**config.mk**
```make
export PLATFORM = sky130hd
export DESIGN_NAME = temporizador_xadrez_flat
export DESIGN_NICKNAME = d
export VERILOG_FILES = /design/src/rtl/temporizador_xadrez_if.sv /design/src/rtl/temporizador_xadrez.sv /design/src/flat_wrapper.sv
export SDC_FILE = /design/constraint.sdc
export NUM_CORES = 1
export LEC_CHECK = 0
export ABC_AREA = 1
export BUFFER_PORTS_ARGS = -buffer_cell sky130_fd_sc_hd__buf_2
export CORE_MARGIN = 8
export CORE_UTILIZATION = 38
export CTS_CLUSTER_DIAMETER = 120
export DETAILED_ROUTE_END_ITERATION = 12
export SETUP_SLACK_MARGIN = 0.1
export SYNTH_ARGS = -nofsm -noshare
export SYNTH_HDL_FRONTEND = slang
export SYNTH_SLANG_ARGS = --single-unit
export TNS_END_PERCENT = 20
```
**constraint.sdc**
```tcl
create_clock -name clock -period 2.2 [get_ports clock]
set_clock_uncertainty 0.1 [all_clocks]
set_input_delay 0.22 -clock clock [delete_from_list [all_inputs] [get_ports clock]]
set_output_delay 0.22 -clock clock [all_outputs]
set_load 0.01 [all_outputs]
```
**src/rtl/temporizador_xadrez_if.sv**
```systemverilog
// Control and display bundle for the dual chess clock.
// The master drives the game controls and reads the clock state. The slave is
// the clock itself.
interface temporizador_xadrez_if #(
  parameter int N = 10
);
  // Control signals, all sampled on the rising clock edge:
  //   jogada is a single-cycle pulse with no ready/acknowledge. It is consumed
  //     in the cycle it is high, or dropped if it cannot apply (stopped, paused,
  //     flagged).
  //   inicia and zera_s are also sampled once per edge.
  //   pausa is a level.
  logic         zera_s;
  logic         inicia;
  logic         jogada;
  logic         pausa;
  logic [N-1:0] tempo_b;
  logic [N-1:0] tempo_p;
  logic         vez;
  logic         ativo;
  logic         fim_b;
  logic         fim_p;
  logic [1:0]   estado_dbg;

  modport master (
    output zera_s, inicia, jogada, pausa,
    input  tempo_b, tempo_p, vez, ativo, fim_b, fim_p, estado_dbg
  );

  modport slave (
    input  zera_s, inicia, jogada, pausa,
    output tempo_b, tempo_p, vez, ativo, fim_b, fim_p, estado_dbg
  );
endinterface

```
**src/rtl/temporizador_xadrez.sv**
```systemverilog
// Dual countdown chess clock with Fischer increment.
// A prescaler turns T clock cycles into one-second ticks. Each tick takes one
// second off the side to move. A move adds INC seconds to the mover (saturating
// at TMAX) and hands the turn over. The first side to reach zero is flagged,
// and the clock freezes until it is cleared.
module temporizador_xadrez #(
  parameter int T         = 50_000_000,
  parameter int N         = 10,
  parameter int TEMPO_INI = 600,
  parameter int INC       = 5,
  parameter int TMAX      = 999
) (
  input  logic                    clock,
  input  logic                    reset_n,
  temporizador_xadrez_if.slave    bus
);

  localparam int PW = (T > 1) ? $clog2(T) : 1;

  typedef enum logic [1:0] {PARADO, CONTA_B, CONTA_P, FIM} estado_t;

  estado_t       estado_q,  estado_d;
  logic [PW-1:0] presc_q,   presc_d;
  logic [N-1:0]  tempo_b_q, tempo_b_d;
  logic [N-1:0]  tempo_p_q, tempo_p_d;
  logic          vez_q,     vez_d;
  logic          ativo_q,   ativo_d;
  logic          fim_b_q,   fim_b_d;
  logic          fim_p_q,   fim_p_d;

  // The sum is one bit wider than the time register so that it cannot
  // overflow before it is clamped to TMAX.
  function automatic logic [N-1:0] soma_sat(input logic [N-1:0] t);
    logic [N:0] s;
    s = {1'b0, t} + (N+1)'(INC);
    if (s > (N+1)'(TMAX)) return N'(TMAX);
    else                  return s[N-1:0];
  endfunction

  // Next-state logic. Priority is zera_s > pausa > jogada > tick.
  always_comb begin
    estado_d  = estado_q;
    presc_d   = presc_q;
    tempo_b_d = tempo_b_q;
    tempo_p_d = tempo_p_q;
    vez_d     = vez_q;
    ativo_d   = ativo_q;
    fim_b_d   = fim_b_q;
    fim_p_d   = fim_p_q;

    if (bus.zera_s) begin
      estado_d  = PARADO;
      presc_d   = '0;
      tempo_b_d = N'(TEMPO_INI);
      tempo_p_d = N'(TEMPO_INI);
      vez_d     = 1'b0;
      ativo_d   = 1'b0;
      fim_b_d   = 1'b0;
      fim_p_d   = 1'b0;
    end else begin
      case (estado_q)
        PARADO: begin
          if (bus.inicia) begin
            estado_d = CONTA_B;
            presc_d  = '0;
            vez_d    = 1'b0;
            ativo_d  = 1'b1;
          end
        end
        CONTA_B, CONTA_P: begin
          if (bus.pausa) begin
            // Freeze: prescaler and times hold, and any move is discarded.
          end else if (bus.jogada) begin
            // A move takes precedence over a coinciding tick, so the mover is
            // not charged a second on the cycle it pressed.
            if (estado_q == CONTA_B) begin
              tempo_b_d = soma_sat(tempo_b_q);
              estado_d  = CONTA_P;
            end else begin
              tempo_p_d = soma_sat(tempo_p_q);
              estado_d  = CONTA_B;
            end
            vez_d   = ~vez_q;
            presc_d = '0;
          end else if (presc_q == PW'(T - 1)) begin
            presc_d = '0;
            if (estado_q == CONTA_B) begin
              tempo_b_d = tempo_b_q - N'(1);
              if (tempo_b_q == N'(1)) begin
                estado_d = FIM;
                fim_b_d  = 1'b1;
                ativo_d  = 1'b0;
              end
            end else begin
              tempo_p_d = tempo_p_q - N'(1);
              if (tempo_p_q == N'(1)) begin
                estado_d = FIM;
                fim_p_d  = 1'b1;
                ativo_d  = 1'b0;
              end
            end
          end else begin
            presc_d = presc_q + PW'(1);
          end
        end
        default: begin
          // FIM: everything holds until a clear or a reset.
        end
      endcase
    end
  end

  // State and registered outputs.
  always_ff @(posedge clock or negedge reset_n) begin
    if (!reset_n) begin
      estado_q  <= PARADO;
      presc_q   <= '0;
      tempo_b_q <= N'(TEMPO_INI);
      tempo_p_q <= N'(TEMPO_INI);
      vez_q     <= 1'b0;
      ativo_q   <= 1'b0;
      fim_b_q   <= 1'b0;
      fim_p_q   <= 1'b0;
    end else begin
      estado_q  <= estado_d;
      presc_q   <= presc_d;
      tempo_b_q <= tempo_b_d;
      tempo_p_q <= tempo_p_d;
      vez_q     <= vez_d;
      ativo_q   <= ativo_d;
      fim_b_q   <= fim_b_d;
      fim_p_q   <= fim_p_d;
    end
  end

  assign bus.tempo_b    = tempo_b_q;
  assign bus.tempo_p    = tempo_p_q;
  assign bus.vez        = vez_q;
  assign bus.ativo      = ativo_q;
  assign bus.fim_b      = fim_b_q;
  assign bus.fim_p      = fim_p_q;
  assign bus.estado_dbg = estado_q;

endmodule

```
**src/flat_wrapper.sv**
```systemverilog
// flat-port wrapper written by rule: the top's interface ports become plain ports
module temporizador_xadrez_flat 
#(
  parameter int T         = 50_000_000,
  parameter int N         = 10,
  parameter int TEMPO_INI = 600,
  parameter int INC       = 5,
  parameter int TMAX      = 999
)
  (clock, reset_n, bus_zera_s, bus_inicia, bus_jogada, bus_pausa, bus_tempo_b, bus_tempo_p, bus_vez, bus_ativo, bus_fim_b, bus_fim_p, bus_estado_dbg);
  temporizador_xadrez_if #(.N(N)) bus_i ();
  input  logic clock;
  input  logic reset_n;
  input wire logic [$bits(bus_i.zera_s)-1:0] bus_zera_s;
  input wire logic [$bits(bus_i.inicia)-1:0] bus_inicia;
  input wire logic [$bits(bus_i.jogada)-1:0] bus_jogada;
  input wire logic [$bits(bus_i.pausa)-1:0] bus_pausa;
  output wire logic [$bits(bus_i.tempo_b)-1:0] bus_tempo_b;
  output wire logic [$bits(bus_i.tempo_p)-1:0] bus_tempo_p;
  output wire logic [$bits(bus_i.vez)-1:0] bus_vez;
  output wire logic [$bits(bus_i.ativo)-1:0] bus_ativo;
  output wire logic [$bits(bus_i.fim_b)-1:0] bus_fim_b;
  output wire logic [$bits(bus_i.fim_p)-1:0] bus_fim_p;
  output wire logic [$bits(bus_i.estado_dbg)-1:0] bus_estado_dbg;
  assign bus_i.zera_s = bus_zera_s;
  assign bus_i.inicia = bus_inicia;
  assign bus_i.jogada = bus_jogada;
  assign bus_i.pausa = bus_pausa;
  assign bus_tempo_b = bus_i.tempo_b;
  assign bus_tempo_p = bus_i.tempo_p;
  assign bus_vez = bus_i.vez;
  assign bus_ativo = bus_i.ativo;
  assign bus_fim_b = bus_i.fim_b;
  assign bus_fim_p = bus_i.fim_p;
  assign bus_estado_dbg = bus_i.estado_dbg;
  temporizador_xadrez #(.T(T), .N(N), .TEMPO_INI(TEMPO_INI), .INC(INC), .TMAX(TMAX)) u_core (.clock(clock), .reset_n(reset_n), .bus(bus_i));
endmodule
```
### Word level (Yosys, flattened, before mapping)

Index checks and enable logic that the tools add are counted.

| operators by class | value |
|---|---|
| reduce and logical (&&, ||, !) cells | 17 |
| $lt $le $gt $ge | 2 |
| mux-type cells | 60 |
| equality and inequality tests | 18 |
| add/sub/neg operators | 5 |
| bitwise operators | 1 |

Operators by type and width:

| cell | count |
|---|---|
| two-way mux 10 bit | 16 |
| two-way mux 26 bit | 5 |
| case mux 26 bit (2 select lines) | 1 |
| adder 26 x 1 -> 26 bit (second input constant) | 1 |
| == test 26 bit (second input constant) | 1 |
| two-way mux 1 bit | 26 |
| adder 10 x 3 -> 11 bit (second input constant) | 2 |
| > comparator 11 x 10 -> 1 bit (second input constant) | 2 |
| == test 10 x 1 -> 1 bit (second input constant) | 2 |
| subtractor 10 x 1 -> 10 bit (second input constant) | 2 |
| two-way mux 2 bit | 9 |
| AND reduction 6 bit | 3 |
| != test 3 bit (second input constant) | 4 |
| AND reduction 4 bit | 3 |
| nonzero test 2 bit | 5 |
| AND reduction 7 bit | 1 |
| != test 2 bit (second input constant) | 3 |
| nonzero test 3 bit | 2 |
| != test 5 x 3 -> 1 bit (second input constant) | 1 |
| != test 5 bit (second input constant) | 1 |
| != test 4 x 2 -> 1 bit (second input constant) | 1 |
| != test 4 x 3 -> 1 bit (second input constant) | 1 |
| != test 4 bit (second input constant) | 1 |
| case mux 1 bit (2 select lines) | 2 |
| other kinds (8) | 8 |

| storage, ports and cells | value |
|---|---|
| register bits after elaboration | 52 |
| output and inout bits | 26 |
| logic and storage cells | 111 |
| input port bits | 6 |

### Longest topological paths before layout

| depth | value |
|---|---|
| depth in word-level cells | 8 |
| depth in mapped cells | 15 |
| depth with buffers taken out | 15 |

### Worst setup path after synthesis

Ideal clock, no wire load.

| path | value |
|---|---|
| kind | reg2reg |
| from | register u_core.estado_q[0], in the netlist u_core.bus.estado_dbg[0] |
| to | register u_core.presc_q[19] |
| buffers on the path | 1 |
| arrival | 1,790 ps |
| slack | 191 ps |
| required time | 1,982 ps |
| setup time | 118 ps |
| stages on the path, launching flop included | 11 |
| period minus slack after synthesis | 2,009 ps |
| cell sequence | dfrtp_1 inv_1 ha_1 inv_1 o21ai_2 o21ai_2 inv_2 buf_2 nand3_1 xor2_1 nor2_1 |

| on the way | value |
|---|---|
| word-level cells in the longest chain between the ends | 4 |
| elaborated cells between the ends (all ways) | 10 |
| those cells by class | 4 x eq/ne; 2 x mux; 4 x reduce/logical |

Ends and longest elaborated chain:

| element | line | text |
|---|---|---|
| start: declaration | temporizador_xadrez.sv:22 | `estado_t estado_q, estado_d;` |
| start signal: assignment | temporizador_xadrez.sv:125 | `estado_q <= estado_d;` |
| == test 2 bit / == test 2 x 1 -> 1 bit (equally long branches) | temporizador_xadrez.sv:61 | `case (estado_q)` |
| OR reduction 2 bit | temporizador_xadrez.sv:61 |  |
| != test 3 bit (no line) (tied with other cells) | -- |  |
| AND reduction 3 bit (no line) / two-way mux 26 bit (equally long branches) | -- |  |
| end signal: assignment | temporizador_xadrez.sv:126 | `presc_q <= presc_d;` |
| end: declaration | temporizador_xadrez.sv:23 | `logic [PW-1:0] presc_q, presc_d;` |

Parallel ways exist; a longest one is shown, timed or not.
A chain may end at the register's enable or synchronous reset.

### Final worst setup path

| path | value |
|---|---|
| from | register u_core.presc_q[0] |
| to | register u_core.presc_q[16] |

| on the way | value |
|---|---|
| word-level cells in the longest chain between the ends | 6 |
| elaborated cells between the ends (all ways) | 7 |
| those cells by class | 1 x add/sub; 1 x eq/ne; 5 x mux |

Ends and longest elaborated chain:

| element | line | text |
|---|---|---|
| adder 26 x 1 -> 26 bit / == test 26 bit (equally long branches) | temporizador_xadrez.sv:103, temporizador_xadrez.sv:85 |  |
| two-way mux 26 bit (*) | temporizador_xadrez.sv:85 | `end else if (presc_q == PW'(T - 1)) begin` |
| two-way mux 26 bit (*) | temporizador_xadrez.sv:73 | `end else if (bus.jogada) begin` |
| two-way mux 26 bit (*) | temporizador_xadrez.sv:71 | `if (bus.pausa) begin` |
| case mux 26 bit (2 select lines) (*) | temporizador_xadrez.sv:61 |  |
| two-way mux 26 bit (*) | temporizador_xadrez.sv:51 | `if (bus.zera_s) begin` |

Every way passes the cells marked *; elsewhere a longest branch is shown, timed or not. The select of a mux whose other input is x is not followed.

==> results by stage <==
Drt:
- The total iterations of the first detailed-routing run is 9.
- After detailed routing, the average wire length per cell comes to 14.1 um.
- For this block, the via count after detailed routing is 4097.
- In the routed layout, each cell is associated on average with a via count of 5.15.
- The detail route stage leaves a number of antenna-violating nets equal to 0.
- The routed wire length is 11200 um.
- For this run, design rule violations remaining after detail routing come to 0.
- For this block, the initial DRC count from the detailed router was 274.

Pwr:
- Of the total power, registers draw 0.324.
- The analysis attributes to net switching a power of 2.29 mW.
- The worst IR drop on VDD is 0.570 mV.
- Of the total power, the clock network draws 0.129.
- In this run the power density over the cells is 1010 mW/mm2.
- The total internal power is 2.38 mW.
- The portion of total power attributed to combinational logic is 0.547.
- For this design the static power due to leakage is 2.21 nW.
- Of the total power, the share spent switching nets is 0.490.

Worst setup path:
- The critical path's largest stage delay is 0.41 ns.
- The maximum fanout along the worst path is 10.
- The category of the worst setup path capture point is a flop.
- Data on the critical path is required at its endpoint by 2.32 ns.
- The cell at the slowest stage of the critical path is sky130_fd_sc_hd__dfrtp_1.
- The category of cells accounting for the largest share of critical-path delay is simple AND/OR/NAND/NOR gates.
- The type of origin of the critical path is a flop.
- Walking the worst path, the cells encountered are ha_2 -> inv_1 -> nor2_4 -> nand3_1 -> nor2_2 -> nand2_2 -> nand3_1 -> nand2_1 -> buf_4 -> o21ai_1 -> a21oi_1.
- The cell that appears most often on the critical path is sky130_fd_sc_hd__nand3_1.
- The setup path with the least slack is of type reg -> reg.
- For the worst setup path, the data arrival time is 2.15 ns.
- The register-to-register setup slack is 0.17 ns.
- Counting both buffers and inverters, the worst setup path holds a total of 2.

Synth:
- The synthesized netlist contains 39 unique library cells.
- In the synthesized netlist the dominant register cell turns out to be sky130_fd_sc_hd__dfrtp_1.
- Counting flops with an async set or reset pin after synthesis yields a share of 1.00.
- Synthesis produced a netlist whose cell count is 608.
- Of the synthesized area, sequential elements account for 0.329.
- Of the post-synthesis cell area, the dominant cell type holds 0.276.
- Ranked by total cell area, the synthesized netlist is headed by sky130_fd_sc_hd__dfrtp_1, sky130_fd_sc_hd__nand2_1, sky130_fd_sc_hd__inv_1.
- In this run the cell area of the synthesized design comes to 0.00398 mm2.
- The synthesized design contains 52 register bits.
- The number of nets handed over by synthesis was 625.
- A synthesized cell averages 6.55 um2.
- Of all cell types, the one taking the most synthesized area is sky130_fd_sc_hd__dfrtp_1.
- The count of synthesis-stage warnings from yosys is 0.
- The number of flops mapped to enable cells by yosys is 0.

Global route:
- After global routing, the most crowded layer is met2.
- The met3 capacity usage during global routing is 0.0267.
- The via count of the first global-routing pass is 3942.
- For this run, global-route usage on met1 was measured as 0.200.
- For this run, the total global-route usage over all layers was measured as 0.159.
- The met2 global-route usage is 0.274.
- The residual overflow from global routing is 0.
- The first global-routing pass estimated 18700 um of wire.
- The initial antenna violation count is 0.
- The pin count of the biggest net entering global routing is 30.

Place:
- Detailed placement finished with a half-perimeter wire length of 8280 um.
- The global placement routability congestion is 0.900.
- The pre-CTS worst setup slack is 0.123 ns.
- The placement-stage cell area is 0.00434 mm2.
- Including well taps, the total number of placed cells is 777.
- The number of buffers added on ports is 31.

STA:
- For this run, the top clock speed supported by timing is 493 MHz.
- The final count of hold timing violations is 0.
- The transition time of the tightest slew-check pin is 0.535 ns.
- Summed over all failing endpoints, the final setup total negative slack is 0 ns.
- The final critical-path required period is 2.03 ns.
- The fraction of the cycle the final worst path needs is 0.923.
- The worst-case setup margin in the final layout is 0.170 ns.
- Setup repair after global routing could not meet its margin everywhere.
- The worst pin sits at a relative slew slack of 0.642.
- The final count of pins violating max slew was 0.
- The setup violation total in the final timing report is 0.

Die:
- The floorplan die area is 0.0140 mm2.
- From bottom edge to top edge, the die measures 118 um.
- 32 I/O pins were placed.
- The initial core utilization is 0.389.
- The die extent in x is 118 um.
- The number of cell rows is 37.
- The area of the core is 0.0102 mm2.

Layout:
- Leaving out fill and tap cells, the most frequent cells in the layout are sky130_fd_sc_hd__nand2_1, sky130_fd_sc_hd__inv_1, sky130_fd_sc_hd__nor2_1.
- Once layout is complete, the utilization of the core stands at 0.449.
- The area growth from synthesis to layout is 15.4%.
- The number of non-filler instances in the completed layout is 796.
- The number of nets in the final layout is 676.
- The repair_antennas step left the layout with diodes totalling 0.
- The layout cell share with drive strength beyond 1 is 0.168.
- With fillers left out, the area of the finished cells amounts to 0.00460 mm2.
- The leading cell type in the layout, fill and taps excluded is sky130_fd_sc_hd__nand2_1.
- The total of fill cells in the finished design is 1095.

Clocking:
- The number of buffers between clock root and the deepest sink is 2.
- The TritonCTS clock tree is yes.
- The TritonCTS sink count is 52.
- The root buffer selected by CTS is sky130_fd_sc_hd__clkbuf_8.
- At the later pin of the worst-skew pair, clock insertion delay measures 0.33 ns.
- The TritonCTS buffer count is 5.
- The clock-pin transition on the worst setup and hold timing paths is 0.11 ns.
- The clock tree synthesis step divided the H-tree into 2 levels.

Status:
- The run finished with clean final reports.

Worst hold path:
- The worst hold-check path type is in -> reg.

Flow run:
- The max-capacitance violation count is 0.
==> cells in the mapped netlist, types with 4 or more instances <==
library cell / number
sky130_fd_sc_hd__nand4_1: 25
sky130_fd_sc_hd__nand2_1: 158
sky130_fd_sc_hd__o21ai_0: 36
sky130_fd_sc_hd__o31ai_1: 4
sky130_fd_sc_hd__nor2_1: 80
sky130_fd_sc_hd__buf_2: 6
sky130_fd_sc_hd__dfstp_2: 8
sky130_fd_sc_hd__a21oi_1: 29
sky130_fd_sc_hd__nor3_1: 12
sky130_fd_sc_hd__inv_2: 4
sky130_fd_sc_hd__xor2_1: 11
sky130_fd_sc_hd__nand2_2: 4
sky130_fd_sc_hd__dfrtp_1: 44
sky130_fd_sc_hd__nor4_1: 4
sky130_fd_sc_hd__nand3_1: 54
sky130_fd_sc_hd__ha_1: 11
sky130_fd_sc_hd__inv_1: 82
==> stage by stage <==
step                      hold slack [ns]  total power [mW]
final                               0.152              4.66
after global routing                0.166              5.10
after CTS                           0.139              4.50
after detailed placement            0.151              3.88
after global placement              0.140              3.84
after floorplan                    -0.176              3.14
==> timing repair <==
| action | 4_1_cts | 5_1_grt |
|---|---|---|
| resized for setup | 1 | 26 |
| pin swaps | 0 | 8 |
| hold buffers | 1 | 0 |
| setup buffers | 0 | 10 |
| endpoints found under the hold margin | 44 | 0 |
| setup endpoints to repair | 1 | 41 |
==> per-layer routing <==
| metal | up-vias | routed length, um | share of wire |
|---|---|---|---|
| met4 | 0 | 160 | 0.014 |
| met3 | 12 | 450 | 0.040 |
| met5 | - | 0 | 0 |
| met2 | 104 | 5420 | 0.48 |
| met1 | 1906 | 5210 | 0.46 |
| li1 | 2075 | - | - |
==> power groups by stage <==
| stage | clock network [mW] | logic [mW] | registers, mW |
|---|---|---|---|
| 5_1_grt | 0.645 | 2.90 | 1.55 |
| 2_1_floorplan | 0 | 1.63 | 1.51 |
| 3_5_place_dp | 0 | 2.34 | 1.53 |
| 4_1_cts | 0.627 | 2.35 | 1.52 |
| 6_report | 0.601 | 2.55 | 1.51 |
| 3_3_place_gp | 0 | 2.32 | 1.52 |
==> cell type report <==
| class | instances | area, um2 | share of cell area |
|---|---|---|---|
| repair buffers | 56 | 345 | 0.0751 |
| multi-input cells | 457 | 2350 | 0.511 |
| inverters | 87 | 332 | 0.0721 |
| flip-flops and latches | 52 | 1310 | 0.286 |
| well taps | 136 | 170 | 0.0370 |
| clock inverters | 2 | 16.3 | 0.00354 |
| clock buffers | 6 | 72.6 | 0.0158 |
==> cells by family after synthesis <==
logic type	synth area share
AOI/OAI and AO/OA	0.115
xor gates and xnor gates	0.0264
adders and majority gates	0.0346
buffers and inverters	0.0999
DFF	0.329
and+or+nand+nor	0.395
==> path summary, 6_finish.rpt <==
kind                                                    start                                end  cells past startpoint
worst max register to register  u_core.presc_q[0]$_DFFE_PN0P_     u_core.presc_q[16]$_DFFE_PN0P_                     11
max in group asynchronous                             reset_n  u_core.bus.tempo_p[6]$_DFFE_PN1P_                      3
min in group asynchronous                             reset_n      u_core.presc_q[5]$_DFFE_PN0P_                      3
worst max-delay path            u_core.presc_q[0]$_DFFE_PN0P_     u_core.presc_q[16]$_DFFE_PN0P_                     11
worst min register to register   u_core.bus.ativo$_DFFE_PN0P_       u_core.bus.ativo$_DFFE_PN0P_                      2
worst min-delay path                               bus_inicia       u_core.bus.ativo$_DFFE_PN0P_                      5
==> worst register-to-register path, delay by kind of cell (launching register included) <==
kind / cells / cell delay [ns]
simple gates: 6 / 0.73
flops: 1 / 0.41
buf+inv: 2 / 0.27
fa+ha+maj: 1 / 0.21
compound gates: 2 / 0.21
==> state kept, by name, indices dropped and copies added (netlist names) <==
name and flops:
u_core.presc_q 26, u_core.bus.vez 1, u_core.bus.ativo 1, u_core.bus.tempo_p 10, u_core.bus.fim_p 1, u_core.bus.estado_dbg 2, u_core.bus.tempo_b 10, u_core.bus.fim_b 1
Note: power is estimated with default switching activity, not from simulation.
